<file path="src/rtl/logic_16b_seq.sv">
// logic_16b_seq: nibble-serial AND/OR/XOR/NOT using one shared 4-bit slice
module logic_16b_seq #(
  parameter int NIBBLES = 4
) (
  input  logic                   clk,
  input  logic                   rst,
  input  logic                   start,
  input  logic [1:0]             op,
  input  logic [4*NIBBLES-1:0]   x,
  input  logic [4*NIBBLES-1:0]   y,
  output logic                   busy,
  output logic                   done,
  output logic [4*NIBBLES-1:0]   o
);
  localparam int W  = 4 * NIBBLES;
  localparam int CW = NIBBLES > 1 ? $clog2(NIBBLES) : 1;
  typedef enum logic [1:0] {IDLE, RUN, DONE} state_t;
  state_t state, state_n;
  logic [W-1:0] xr, yr;
  logic [1:0] opr;
  logic [CW-1:0] cnt;
  logic [3:0] xn, yn, nib;
  logic last;
  always_comb begin
    xn = xr[4*cnt +: 4];
    yn = yr[4*cnt +: 4];
    nib = opr == 2'b00 ? xn & yn : opr == 2'b01 ? xn | yn : opr == 2'b10 ? xn ^ yn : ~xn;
    last = cnt == CW'(NIBBLES - 1);
    state_n = state == IDLE ? (start ? RUN : IDLE) : state == RUN ? (last ? DONE : RUN) : IDLE;
    busy = state != IDLE;
    done = state == DONE;
  end
  always_ff @(posedge clk or posedge rst)
    if (rst) state <= IDLE;
    else state <= state_n;
  always_ff @(posedge clk or posedge rst)
    if (rst) begin
      xr <= '0;
      yr <= '0;
      opr <= '0;
      cnt <= '0;
      o <= '0;
    end else if (state == IDLE && start) begin
      xr <= x;
      yr <= y;
      opr <= op;
      cnt <= '0;
      o <= '0;
    end else if (state == RUN) begin
      o[4*cnt +: 4] <= nib;
      cnt <= last ? '0 : cnt + 1'b1;
    end
endmodule

</file>
<file path="config.mk">
export PLATFORM = sky130hd
export DESIGN_NAME = logic_16b_seq
export DESIGN_NICKNAME = d
export VERILOG_FILES = /design/src/rtl/logic_16b_seq.sv
export SDC_FILE = /design/constraint.sdc
export NUM_CORES = 1
export LEC_CHECK = 0
export ABC_AREA = 1
export CAP_MARGIN = 30
export CORE_MARGIN = 1.5
export CORE_UTILIZATION = 32
export CTS_CLUSTER_SIZE = 14
export DETAILED_ROUTE_END_ITERATION = 6
export PLACE_DENSITY_LB_ADDON = 0.05
export SYNTH_ARGS = -nofsm -noshare
export SYNTH_HDL_FRONTEND = slang
export SYNTH_SLANG_ARGS = --single-unit
</file>
<file path="constraint.sdc">
create_clock -name clk -period 2.1 [get_ports clk]
set_clock_uncertainty 0.2 [all_clocks]
set_input_delay 0.315 -clock clk [delete_from_list [all_inputs] [get_ports clk]]
set_output_delay 0.315 -clock clk [all_outputs]
set_load 0.1 [all_outputs]
</file>
==> results list, run 1 <==
* Number of distinct standard cells referenced by the synthesized netlist: 23
- The first global-routing pass estimated 10750 microns of wire.
- Num CTS Buffers: 5
- A synthesized cell averages 9.187 sq um.
- Length of the first detailed-routing pass in iterations: 4
- Die Ht: 95.96 microns
- Placeable Area: 8299 sq um
- Sum of buffers and inverters on the critical path: 3
- Cells traversed along the worst timing path: nor2_2 -> inv_1 -> a32oi_2 -> inv_2 -> ha_4 -> o21ai_0 -> nand2_1 -> inv_1 -> nand2_2 -> nand2_4 -> nand4_1 -> nand2_1
* Placer Congestion: 0.7863
* Via-per-instance ratio: ~4.7
* Signal arrival time at the worst endpoint: 2.12 ns
- Post-Place Cell Area: 3523 sq um
- The die covers roughly 9200 sq um.
- 0 antenna diodes ended up in the layout.
- Adding up every negative setup slack in the final design gives 0 ns.
* Clock latency reported for the late side of the worst-skew pair: 0.31 ns
- The tree built by TritonCTS fans out to 54 sinks.
- Starting density of the core: 33.32%
* Global routing met2 resource utilization: 22.30%
- The count of buffers added on input and output ports is between 50 and 60.
* EDFF count, synth: 0
* Layout-stage area growth over the synthesis result: 41.63%
* Final Critical Period: ~2.1 ns
- On the critical path, the stage with the largest delay is an instance of dfrtp_2.
- Sequential-to-total area share from yosys stat: 48.87%
* Reg2reg path depth: 12
- TritonCTS clock tree: built
* Longest individual stage delay on the worst path: 0.50 ns
- Final routed wire length divided by cell count: 13.84 microns
- Broken down by cell family, the worst path's largest delay share belongs to simple AND/OR/NAND/NOR gates.
- The final number of hold-violating endpoints is 0.
* Total via count in the routed design: 2270
- Horizontal extent of the die: 95.96 microns
- Most utilized layer in the global route result: met1
- Netlist area before placement: 2765 sq um
- By area the synthesized netlist is led by dfrtp_1 49%, mux2_2 11%, nand2_1 11%.
- The run finished with clean final reports.
- Derived from the worst setup path, the maximum achievable clock frequency is 482.0 MHz.
* CP Data Required Time: 2.15 ns
* Detailed Place HPWL: between 4000 and 5000 microns
- Dividing the final minimum period by the clock period gives 98.79%.
* Critical-path maximum fanout: 6
* Endpoint class of the critical path: flip-flop
- Critical setup path kind: flip-flop to flip-flop
* Asr flop ratio synth: 100.0%
- Launch point of the critical path: cnt[0]
- Row Count: 33
- In this run the remaining antenna-violating nets after routing total 0.
- In this run the number of H-tree levels came out at 2.
* Setup repair after global routing missed its margin: true
* Yosys Warn Count: 0
- Nets in the synthesized netlist: 350
- In this run the number of cells on the critical path is 12.
* Leftover overflow at the end of global routing: 0
- Ranking of synthesized cells by instance count: 79 x nand2_1, 54 x dfrtp_1, 33 x inv_1, 28 x mux2_2, 22 x nor2_1
* Drt drc: 0
- Global routing consumed, over all layers together, 15.43% of the routing resources.
- Worst slew slack as a fraction of its limit: 77.81%
* Count of final setup violators: 0
* Met3 layer usage reported by global route: 2.844%
* Transition at the pin with the smallest max-transition slack: roughly 0.33 ns
* Post-Syn Instances: 301
- The first routing iteration left 94 violations.
- Detailed-route wire length: 6710 microns
- Clock slew seen by the registers of the worst setup and hold paths: ~0.10 ns
* Fraction of layout instances using a drive strength above 1: a little over a third
- Across the run, the number of max-cap violations was 0.
- Initial antenna violation count: 0
* Min-delay worst type: input pin to asynchronous set/reset pin
* Share of Yosys cell area claimed by the top area cell type: 48.87%
- The worst register-to-register path has a setup slack of ~0.025 ns.
* Endpoint of the worst-slack reg-to-reg timing path: o[4]
* Startpoint of the worst register-to-register path: cnt[0]
- For this run, global-route usage on met1 was measured as 23.52%.
- Library cell with the highest instance count after synthesis: nand2_1
- CTS root buf: clkbuf_8
- The via count of the first global-routing pass is 2114.
- The largest total area in the synthesized netlist belongs to dfrtp_1.
- Fin. max-slew vios: 0
- The critical path ends at o[4].
- Entering global routing, the biggest net connects 55 pins.
* Critical path startpoint category: flip-flop
- In this run the deepest clock path goes through 2 buffers.
- For this run, the post-layout net count is 428.
* Commonest register cell after synthesis: dfrtp_1
- Summing all non-filler instances in the final layout gives an area of 3916 sq um.
- #FFs+latches synth: 54
- between 50 and 60 I/O pins were placed.
layout make-up:
| type | count | area (sq um) |
|---|---|---|
| clock inverters | 1 | 5.005 |
| repair buffers | 82 | 787.0 |
| flip-flops and latches | 54 | 1353 |
| inverters | 34 | 135.1 |
| fillers | 819 | 4383 |
| multi-input cells | 202 | 1419 |
| well taps | 105 | 131.4 |
| clock buffers | 7 | 86.33 |
metal layers:
| layer | part of all wire, % | wire [microns] |
|---|---|---|
| met1 | 50 | 3377 |
| met2 | 44 | 2962 |
| met3 | 4.6 | 312 |
| met4 | 0.85 | 57 |
| met5 | 0 | 0 |
stage by stage:
step,hold WS [ns],utilization [%],cells,setup slack [ns]
final,0.1676,47.19,485,0.02533
after global routing,0.2023,47.19,485,-0.1144
after CTS,0.1859,45.05,481,-0.0002045
after detailed placement,0.2712,42.45,467,-0.08109
after global placement,0.2672,42.45,467,-0.05229
after floorplan,0.2656,-,301,0.01179
how the worst min path moves through the flow:
stage / from / endpoint / slack, ns / cells past startpoint
2_1_floorplan: y[10] / yr[10] / 0.27 / 1
3_3_place_gp: o[12] / o[12] / 0.27 / 2
3_5_place_dp: o[15] / o[15] / 0.27 / 2
4_1_cts: rst / xr[14] / 0.19 / 3
5_1_grt: rst / xr[12] / 0.20 / 3
6_report: rst / xr[12] / 0.17 / 3
sequential cells by signal, summed over array words and instances, names as in the netlist:
signal	count
cnt	2
o	16
opr	2
state	2
xr	16
yr	16
cells in the final DEF, fill, tap and decap left out:
cell,synthesis,final
o21ai_1,4,5
a21oi_1,10,9
or2_2,1,1
nand2_1,79,66
nand3_2,4,6
buf_6,2,5
nand3_1,14,10
clkinv_4,0,1
clkbuf_1,1,1
dfrtp_2,0,1
nand4_1,9,9
ha_1,12,7
a21oi_2,0,1
inv_1,33,25
clkbuf_8,0,6
buf_12,0,5
nor2_1,22,16
clkdlybuf4s50_1,0,36
inv_4,0,1
o21ai_0,4,3
buf_4,2,36
nand2_2,7,15
dfrtp_1,54,53
mux2_2,28,28
inv_2,1,7
nor2_2,0,6
a32oi_2,0,4
ha_2,0,1
ha_4,0,4
nand2_4,0,5
nor3_2,1,3
xnor2_1,1,1
nand3_4,0,2
clkinv_2,0,1
kinds of logic (layout without fill, tap and decap cells):
| group | Yosys count | count (layout) | synth area share [%] |
|---|---|---|---|
| fa+ha+maj | 12 | 12 | 5.430 |
| mux | 28 | 28 | 11.40 |
| compound gates | 22 | 22 | 4.525 |
| flops | 54 | 54 | 48.87 |
| xor+xnor | 1 | 1 | 0.3168 |
| buf+inv | 45 | 124 | 7.194 |
| simple gates | 139 | 139 | 22.26 |
what timing repair did:
item,CTS,global route
setup endpoints to repair,16,16
buffers inserted,6,4
gates resized for setup,18,40
endpoints found under the hold margin,0,0
pin swaps,15,31
hold buffers,0,0
cloned,0,0
tightest hold or removal path, delay by kind of cell:
family / cells / cell delay, ns
buf+inv: 3 / 0.75
Power of run 1 is left out: the tool's default activity adds up to more than one toggle a clock period on the data nets, which glitch-free logic cannot reach.
==> run 2, diff against run 1 <==
==> constraint.sdc (replaced) <==
create_clock -name clk -period 2.64 [get_ports clk]
set_clock_uncertainty 0.2 [all_clocks]
set_input_delay 0.396 -clock clk [delete_from_list [all_inputs] [get_ports clk]]
set_output_delay 0.396 -clock clk [all_outputs]
set_load 0.1 [all_outputs]
==> results list, run 2 (synthesized netlist as in run 1, its figures left out) <==
- Result of the run: finished, final reports clean
* Layout Utilization: 41.81% (-5.4 points)
- Pleak: 1.739 nW
* Detailed Place HPWL: 4716 microns (+0.77%)
* Worst slew slack as a fraction of its limit: 60.82% (-17 points)
* Via-per-instance ratio: 4.561 (-2.6%)
- CP Data Required Time: 2.63 ns (+0.48 ns)
* Drt drc: 0 (unchanged)
- Worst ir drop on vdd: 0.0003612 V
* Power consumption: 4.813 mW
- Filler cells: 833 (+1.7%)
- The insertion delay to the later sink of the worst-skew pair was 0.30 ns (about the same).
- Total via count in the routed design: 2107 (-7.2%)
- The number of antenna violations at the first check in global routing was 0 (unchanged).
- Critical path startpoint category: flip-flop
- Signal arrival time at the worst endpoint: 2.35 ns (+0.23 ns)
- Cell internal power was estimated by the tool at about 2.3 mW.
- Leftover overflow at the end of global routing: 0 (unchanged)
- The accumulated negative setup slack was 0 ns (unchanged).
- The number of ports placed on the die boundary was 55 (unchanged).
* Setup repair after global routing missed its margin: false
- Max-cap violations: 0 (unchanged)
* Transition at the pin with the smallest max-transition slack: 0.5868 ns (+0.2564 ns)
* Number of cells in the finished layout apart from fillers: 462 (-4.7%)
- In this run switching power makes up around 52% of total power.
* Register-to-register path setup slack: 0.28 ns (+0.25 ns)
* Horizontal extent of the die: 95.96 microns (unchanged)
- Critical-path maximum fanout: 15 (+9)
- The TritonCTS sink count is 54 (unchanged).
* Highest Clock Rate: 423.4 MHz (-12%)
- Pwr dens: 1387 nW/um^2
* Die Ht: 95.96 microns (unchanged)
- The number of inserted diodes is 0 (unchanged).
* Switching power: approximately 2.5 mW
- The number of CTS-inserted buffers was 5 (unchanged).
* Routed Antenna Nets: 0 (unchanged)
* Length of the first detailed-routing pass in iterations: 5 (+1)
* Post-Place Cell Area: 3393 sq um (-3.7%)
* Largest net degree at the start of global routing: 51 (-7.3%)
- The clock slew seen by the registers of the worst setup and hold paths is 0.10 ns (about the same).
- Row Count: 33 (unchanged)
- The tightest min-delay check is of the input pin to asynchronous set/reset pin type.
- Placeable Area: 8299 sq um (unchanged)
* Detailed-route wire length: 6327 microns (-5.7%)
- Count of endpoints failing hold in the final timing report: 0 (unchanged)
* Final worst-path cycle share: 89.46% (-9.3 points)
- The number of buffers added to fix hold violations after cts was 0 (unchanged).
- The flip-flop and latch area is 1351 sq um (about the same).
* Share of power burned in registers: 30.1%
* Global-route usage over all layers: 15.02% (-0.41 points)
* Violation count after the first detailed-route iteration: 69 (-27%)
- The number of levels in the clock H-tree came to 2 (unchanged).
- Final worst hold slack: 0.2751 ns (+0.1075 ns)
* Via count of the first global-routing pass: 2134 (+0.95%)
- In the final layout, the registers with the most flip-flops are o (16), xr (16), yr (16).
- The placed cell count was 455 (-2.6%).
- The tree is rooted in a clkbuf_8.
- Critical setup path kind: flip-flop to flip-flop
- Placer Congestion: 0.7989 (+1.6%)
- The number of nets at the end of the flow was 406 (-5.1%).
- The final worst-path setup slack came to 0.2782 ns (+0.2529 ns).
* Post-route standard cell area excluding fillers: 3470 sq um (-11%)
- Final Critical Period: 2.362 ns (+0.2871 ns)
- Layout-stage area growth over the synthesis result: 25.48%
- TritonCTS clock tree: built
- The starting utilization of the core area was 33.32% (unchanged).
* Most frequent cells in the layout: 78 x nand2_1, 54 x dfrtp_1, 36 x clkdlybuf4s50_1, 32 x inv_1, 28 x mux2_2
- The final number of max-transition violations is 0 (unchanged).
* Clock share of power: 9.2%
- Count of final setup violators: 0 (unchanged)
* Fraction of layout instances using a drive strength above 1: 20.45% (-16 points)
- The wire length of the first global-routing pass was 10540 microns (-1.9%).
- The total setup buffers inserted after CTS came to 0 (-6).
- Combinational logic is responsible for 60.7% of the overall power.
* Area taken by multi-input logic gates: 1217 sq um (-14%)
- Worst-case clock buffer depth: 2 (unchanged)
- Most common cell after layout, fill and taps aside: nand2_1
- The post-cts resize count was 0 (-18).
- The average wire length per cell after detail routing came to 13.69 microns (-1.0%).
- Worst-case setup slack after placement: 0.2788 ns (+0.3599 ns)
- The die area is 9207 sq um (unchanged).
- Endpoint class of the critical path: flip-flop
- Number of buffers added on ports: 54 (unchanged)
==> run 2: cell count changes in the layout (fill, tap and decap cells not counted), sizes merged <==
cell | previous run | this run
buf | 46 | 24
clkinv | 2 | 0
inv | 33 | 34
==> run 2: layout make-up <==
type | instances | share of cell area, %
Multi-Input combinational cell | 202 | 35.09
Timing Repair Buffer | 60 | 16.30
Inverter | 34 | 3.678
Sequential cell | 54 | 38.95
Clock buffer | 7 | 2.200
Tap cell | 105 | 3.787
==> run 2: layer usage <==
metal / global-route usage [%] / vias up / part of all wire (%)
met3: 3.002 / 9 / 4.4
met5: 0 / - / 0
met2: 22.59 / 48 / 42
li1: - / 1083 / -
met1: 21.53 / 967 / 51
met4: 4.779 / 0 / 2.0
==> run 2: power groups by stage <==
stage	registers, mW	clock network [mW]	logic [mW]
floorplan	2.03	0	1.66
detailed placement	1.47	0	2.94
finish	1.45	0.445	2.92
global route	1.50	0.500	3.27
global placement	1.46	0	2.93
CTS	1.45	0.468	2.95
==> run 2: worst paths after layout <==
kind,start,cells past startpoint,end
hold reg to reg,o[12],2,o[12]
setup / recovery,cnt[0],11,o[6]
min in group clk,o[12],2,o[12]
setup reg to reg,cnt[0],11,o[6]
max in group asynchronous,rst,3,o[5]
hold / removal,rst,2,xr[14]
==> run 2: worst max-delay path, stage by stage, from the launching register on <==
cell and delay, ns:
dfrtp_1 0.48, inv_2 0.28, nand2_1 0.09, a32oi_1 0.24, inv_1 0.07, ha_1 0.28
nor3_1 0.18, nor2_1 0.07, nand2_1 0.07, nand2_2 0.09, nand4_1 0.11, nand2_1 0.06
Power figures use the tool's default switching activity.
==> run 3, diff against run 2 <==
--- a/config.mk
+++ b/config.mk
@@ -8,9 +8,10 @@
 export ABC_AREA = 1
 export CAP_MARGIN = 30
 export CORE_MARGIN = 1.5
-export CORE_UTILIZATION = 32
+export CORE_UTILIZATION = 55
 export CTS_CLUSTER_SIZE = 14
 export DETAILED_ROUTE_END_ITERATION = 6
+export GPL_ROUTABILITY_DRIVEN = 0
 export PLACE_DENSITY_LB_ADDON = 0.05
 export SYNTH_ARGS = -nofsm -noshare
 export SYNTH_HDL_FRONTEND = slang
==> results list, run 3 (synthesized netlist as in run 1, its figures left out) <==
- Result of the run: finished, final reports clean
- The area growth from synthesis to layout is 24.89%.
- Endpoint class of the critical path: flip-flop
* Placeable Area: 4786 sq um (-42%)
- The relative slew slack was 63.45% (+2.6 points).
- Count of final setup violators: 0 (unchanged)
- Startpoint of the worst register-to-register path: cnt[0]
* Final routed wire length divided by cell count: 13.13 microns (-4.1%)
- The remaining routing DRC violations came to 0 (unchanged).
- The total vias in the final route was 2169 (+2.9%).
- The signal arrival time at the worst endpoint is 2.32 ns (-0.03 ns).
- The worst setup path is launched from a flip-flop.
- The portion of the clock cycle consumed by the worst path in the final layout is 88.14% (-1.3 points).
- The number of placement rows was 25 (-24%).
- The width of the die was 73.91 microns (-23%).
- Most common cell after layout, fill and taps aside: nand2_1
* Detailed Place HPWL: 4301 microns (-8.8%)
- Worst-case clock buffer depth: 2 (unchanged)
* Number of nets in the finished design: 406 (unchanged)
- The TritonCTS sink count is 54 (unchanged).
- The accumulated negative setup slack came to 0 ns (unchanged).
- Highest Clock Rate: 429.8 MHz (+1.5%)
- Global-route usage over all layers: 22.27% (+7.2 points)
- Biggest regs: o (16), xr (16), yr (16)
* Number of cells in the finished layout apart from fillers: 425 (-8.0%)
- Number of buffers added on ports: 54 (unchanged)
- The required time of the critical path is 2.63 ns (about the same).
- # diodes: 0 (unchanged)
- The die area is 5462 sq um (-41%).
- Starting density of the core: 57.78% (+24 points)
* Fin. max-slew vios: 0 (unchanged)
* Launch point of the critical path: cnt[0]
- Setup repair after global routing left no endpoint under its margin.
* Num CTS Buffers: 5 (unchanged)
- The largest driver fanout on the critical path was 14 (-1).
- In this run the clock root is driven by a clkbuf_8.
* Max-cap violations: 0 (unchanged)
* Transition at the pin with the smallest max-transition slack: 0.5474 ns (-0.03943 ns)
- Critical setup path kind: flip-flop to flip-flop
- The proportion of layout cells with a drive suffix above 1 came to 20.95% (+0.50 points).
* Number of H-tree levels: 2 (unchanged)
* Initial antenna violation count: 0 (unchanged)
* PnR worst setup slack: 0.3132 ns (+0.03498 ns)
- Via-per-instance ratio: 5.104 (+12%)
* Violation count after the first detailed-route iteration: 122 (+77%)
* Length of the first detailed-routing pass in iterations: 4 (-1)
- Leftover overflow at the end of global routing: 0 (unchanged)
- Wire length of the first global-routing pass: 9266 microns (-12%)
* Via count of the first global-routing pass: 2011 (-5.8%)
- The final core utilization came to 72.16% (+30 points).
- The pin count of the biggest net entering global routing was 31 (-39%).
- The placed cell count came to 417 (-8.4%).
- Most frequent cells in the layout: 78 x nand2_1, 53 x dfrtp_1, 36 x clkdlybuf4s50_1, 32 x inv_1, 28 x mux2_2
- TritonCTS built the clock tree.
* Worst-case setup slack after placement: 0.2892 ns (+0.01038 ns)
* Die Ht: 73.91 microns (-23%)
- The post-route minimum period is 2.327 ns (-0.03498 ns).
- The insertion delay to the later sink of the worst-skew pair came to 0.30 ns (about the same).
- The clock slew seen by the registers of the worst setup and hold paths is 0.09 ns (about the same).
- Routed Antenna Nets: 0 (unchanged)
- Count of endpoints failing hold in the final timing report: 0 (unchanged)
* Min-delay worst type: input pin to asynchronous set/reset pin
* Top-Level Pins: 55 (unchanged)
- Detailed-route wire length: 5582 microns (-12%)
==> run 3: critical path: stages, from the launching register on <==
cell     delay [ns]
dfrtp_2        0.49
buf_4          0.22
nor2_1         0.12
inv_1          0.05
a32oi_1        0.25
inv_1          0.08
ha_1           0.27
nor3_1         0.17
nor2_1         0.07
nand2_1        0.07
nand2_2        0.08
nand4_1        0.09
nand2_1        0.06
==> run 3: final cells by class <==
cell class / instances / area (sq um)
fillers: 386 / 1333
well taps: 67 / 83.83
repair buffers: 60 / 565.5
multi-input cells: 202 / 1217
inverters: 34 / 127.6
clock inverters: 1 / 30.03
clock buffers: 7 / 76.32
flip-flops and latches: 54 / 1353
==> run 3: metrics by stage <==
step                area [sq um]  hold slack [ns]
finish                      3453           0.2571
global route                3453           0.3021
CTS                         3452           0.2675
detailed placement          3346           0.2706
global placement            3346           0.2661
floorplan                   2765           0.2798
==> run 3: final timing paths <==
kind / to / slack [ns] / cells after the start
worst max-delay path: o[6] / 0.31 / 12
worst min-delay path: o[7] / 0.26 / 2
worst max register to register: o[6] / 0.31 / 12
worst min register to register: o[12] / 0.29 / 2
max in group asynchronous: cnt[0] / 1.43 / 3
min in group clk: o[12] / 0.29 / 2
==> run 3: repair_timing <==
| item | in CTS | in global routing |
|---|---|---|
| endpoints found under the setup margin | 0 | 1 |
| setup buffers | 0 | 0 |
| hold buffers | 0 | 0 |
| endpoints found under the hold margin | 0 | 0 |
| resized for setup | 0 | 1 |
==> run 3: per-layer routing <==
| metal | track usage (%) | vias up | wire (microns) |
|---|---|---|---|
| met5 | 0 | - | 0 |
| met4 | 4.938 | 0 | 52 |
| met3 | 4.252 | 6 | 257 |
| met2 | 32.14 | 57 | 2431 |
| met1 | 34.69 | 1015 | 2842 |
| li1 | - | 1091 | - |
Power of run 3 is left out for the same reason.
==> variant 1 (settings of run 2) <==
Re-encode `state_t` (3 states) as one-hot, 3 bits wide.
--- a/src/rtl/logic_16b_seq.sv
+++ b/src/rtl/logic_16b_seq.sv
@@ -16,3 +16,3 @@
   localparam int CW = NIBBLES > 1 ? $clog2(NIBBLES) : 1;
-  typedef enum logic [1:0] {IDLE, RUN, DONE} state_t;
+  typedef enum logic [2:0] {IDLE = 3'b001, RUN = 3'b010, DONE = 3'b100} state_t;
   state_t state, state_n;
Formal check against the unedited RTL: no difference found for any inputs over 10 cycles, from zero or initial values and one cycle with rst high; not proved beyond that.
==> variant 1 against run 2 <==
  * The run now ends with design-rule violations left
  * Sequential cell count grew 1
  * Utilization grew 0.27 points
  * Final cell count grew 1.3%
  * Synthesized area grew 6.5%
  * Power shrank 14%
  * Global-route usage shrank 1.1 points
  * Design area grew 6.8%
  * Clock power grew 30%
  * Worst hold slack lost 0.21 ns
  * Setup slack lost 0.037 ns
  * Critical path depth shrank 1
  * Sequential share of layout area shrank 1.8 points
  * Wire length grew 1.7%
==> variant 1: results (changes against run 2) <==
metric,value,unit,change
status,"finished, violations left",,
violations,design-rule violations,,
grt_max_degree,29,,-43%
seq_share,37.2,%,-1.8 points
use_met3,2.48,%,-0.52 points
yosysSeqAreaShare,46.8,%,-2.1 points
drt_iter0_markers,63,,-8.7%
place.gp.congestion,0.811,,+1.5%
dr.pass1.iters,6,,+1
m1WireLength,3.14,mm,-3.0%
drive_gt1_share,21.7,%,+1.2 points
drc,4,,+4
grt_pass1_vias,2188,,+2.5%
grt_pass1_wl,10.9,mm,+3.0%
whs,0.0655,ns,-0.210 ns
synth_common_cells,"77 x nand2_1, 54 x dfrtp_1, 32 x inv_1",,
grt_use_met2,22.4,%,-0.21 points
dpl-instance-area,3560,um^2,+4.9%
final_nets,408,,+0.49%
pre_cts_ws,0.115,ns,-0.164 ns
num-multi-input-gates,197,,-2.5%
worstReg2RegStart,cnt[1],,
multi_input_area,1330,um^2,+9.5%
rr_endpoint,o[4],,
seq_cells,55,,+1.9%
cp.arrival,2.42,ns,+0.07 ns
fin_cells,468,,+1.3%
final-clk-cell-share,3.04,%,+0.84 points
inverters,36,,+5.9%
synth_cell_types,28,,+22%
power.density,1120,nW/um^2,-19%
synth.area.top_cells,"dfrtp_1 46%, mux2_4 14%, nand2_1 9.8%",,
r2r_cells,10,,-1
critPathMaxFanout,11,,-4
buffer_area_share,16.4,%,+0.11 points
dp_cells,456,,+0.22%
slowest_delay,0.51,ns,+0.03 ns
p_leak,1.90,nW,+9.0%
clock_buffers,5,,-2
relSlewSlack,64.7,%,+3.9 points
dr_wl_met3,243,um,-13%
p_sw,1.78,mW,-28%
grtUsageMet1,19.3,%,-2.2 points
## variant 1: worst max-delay path by stage
stage,from,to,slack [ns],cells past startpoint
after detailed placement,cnt[1],o[14],0.11,11
after floorplan,state[1],done,0.37,1
after global placement,cnt[1],o[14],0.19,11
after CTS,cnt[1],o[14],0.1,11
after global routing,cnt[1],o[8],0.05,10
final,cnt[1],o[4],0.24,10
## variant 1: cell families after synthesis
kind of cell	after synthesis	share of synthesized area, %
AOI/OAI and AO/OA	26	5.10
muxes	29	14.7
DFF	55	46.8
buffers and inverters	49	8.12
and+or+nand+nor	129	19.9
xor gates and xnor gates	1	0.298
adders and majority gates	12	5.10
## variant 1: power groups by stage
stage	combinational, mW	sequential (mW)	clock (mW)
2_1_floorplan	1.71	1.36	0
3_3_place_gp	2.14	1.41	0
3_5_place_dp	2.17	1.41	0
4_1_cts	2.18	1.39	0.597
5_1_grt	2.45	1.43	0.628
6_report	2.19	1.39	0.578
==> variant 2 (flow settings as in run 2) <==
Made on the original files. The parameter `NIBBLES` goes from 4 to 16.
--- a/src/rtl/logic_16b_seq.sv
+++ b/src/rtl/logic_16b_seq.sv
@@ -2,3 +2,3 @@
 module logic_16b_seq #(
-  parameter int NIBBLES = 4
+  parameter int NIBBLES = 16
 ) (
Interface: changed (resized o, x and y); port bits go from 55 to 199. No check against the original RTL was run, so the function may have changed too.
==> variant 2 against run 2 <==
  * The flow now finishes with violations (negative setup slack)
  * Sequential cell count is 146 higher
  * Power grew to 4.2 times the old value
  * Synthesized area grew to 3.5 times the old value
  * Clock power grew to 6.2 times the old value
  * Wire length grew to 4.7 times the old value
  * Via count grew to 4.1 times the old value
  * Setup slack worse by 0.47 ns
  * Sequential power grew to 3.6 times the old value
  * Synthesized cell count grew to 4.0 times the old value
  * Design area grew to 3.9 times the old value
  * Highest routed layer unchanged
==> variant 2: results (changes against run 2) <==
metric,value,unit,change
slowest_delay,0.46,ns,-0.02 ns
avgViaCountPerCell,4.65,,+1.9%
synth_cell_types,35,,+52%
clock-root-buffer,clkbuf_16,,
cp.arrival,2.99,ns,+0.64 ns
worstSkewPairLatency,0.44,ns,+0.14 ns
grt_usage,19.5,%,+4.5 points
dp_cells,1805,,+300%
sw_frac_of_total,49.6,%,-2.1 points
rr_endpoint,o[21],,
violations,negative setup slack,,
wl,29.8,mm,+370%
place.gp.congestion,0.802,,+0.40%
drt_iter0_markers,487,,+610%
relSlewSlack,63.0,%,+2.1 points
multi_input_area,3990,um^2,+230%
yosysSeqAreaShare,51.9,%,+3.1 points
final_nets,1595,,+290%
cpMaxStageDelayCell,dfrtp_2,,
tap_cells,390,,+270%
grtUsageMet1,28.6,%,+7.1 points
r2r_cells,15,,+4
seq_cells,200,,+270%
setup_tns,-4.93,ns,-4.93 ns
drive_gt1_share,17.3,%,-3.1 points
synth.area.top_cells,"dfrtp_1 52%, nand2_1 17%, inv_1 4.6%",,
wire_per_inst,16.1,um,+18%
critPathCapture,o[21],,
status,"finished, violations left",,
inverters,126,,+270%
hpwl,21.9,mm,+360%
max-vdd-ir-drop,0.724,mV,+100%
n_fill_cell,2992,,+260%
buffer_area_share,21.4,%,+5.1 points
setup_viol,59,,+59
register_area,5010,um^2,+270%
p_leak,6.60,nW,+280%
io_buffers,198,,+270%
grt_use_met2,30.5,%,+7.9 points
syn_nets,1344,,+280%
clock_buffers,19,,+12
clkTransAtPathRegs,0.08,ns,-0.02 ns
setup_ws,-0.188,ns,-0.467 ns
synth_common_cells,"442 x nand2_1, 200 x dfrtp_1, 118 x inv_1",,
fin_area,13500,um^2,+290%
grt_pass1_wl,47.1,mm,+350%
pre_cts_ws,-0.234,ns,-0.513 ns
dr.pass1.iters,6,,+1
netlist_instances,1197,,+300%
num-multi-input-gates,803,,+300%
==> variant 2: power by group through the flow <==
stage	logic (mW)	registers [mW]	clock network (mW)
4_1_cts	11.8	5.16	2.83
6_report	12.2	5.15	2.76
3_3_place_gp	11.3	5.20	0
2_1_floorplan	4.92	7.58	0
5_1_grt	13.3	5.29	2.94
3_5_place_dp	11.4	5.20	0
==> variant 2: worst min-delay path by stage <==
stage | start | to | slack [ns] | cells after the start
after detailed placement | xr[3] | xr[3] | 0.26 | 2
after floorplan | xr[0] | xr[0] | 0.24 | 2
after global placement | xr[32] | xr[32] | 0.26 | 2
final | rst | xr[28] | 0.06 | 2
after CTS | rst | xr[28] | 0.05 | 2
after global routing | rst | xr[28] | 0.07 | 2
==> variant 2: logic make-up after synthesis <==
logic type	after synthesis	synth area share, %
AND/OR/NAND/NOR	632	28.0
flip-flops	200	51.9
buffers and inverters	194	8.07
AO/OA/AOI/OAI	153	9.76
adder cells (fa/ha/maj)	14	1.82
XOR/XNOR	4	0.441
==> variant 2: routing by layer <==
| layer | up-vias | wire length (um) |
|---|---|---|
| met2 | 204 | 13600 |
| li1 | 4335 | - |
| met4 | 0 | 278 |
| met5 | - | 0 |
| met1 | 4051 | 14700 |
| met3 | 14 | 1260 |
==> variant 2: critical path, delay by kind of cell (launching register included) <==
| kind | cells | cell delay (ns) |
|---|---|---|
| adder cells (fa/ha/maj) | 1 | 0.31 |
| AND/OR/NAND/NOR | 6 | 0.65 |
| buffers and inverters | 4 | 0.43 |
| AO/OA/AOI/OAI | 4 | 0.69 |
| flip-flops | 1 | 0.46 |
==> variant 2: what timing repair did <==
item,in CTS,in global routing
cloned,0,1
resized for setup,20,34
setup buffers,9,4
pin swaps,7,24
endpoints found under the setup margin,61,64
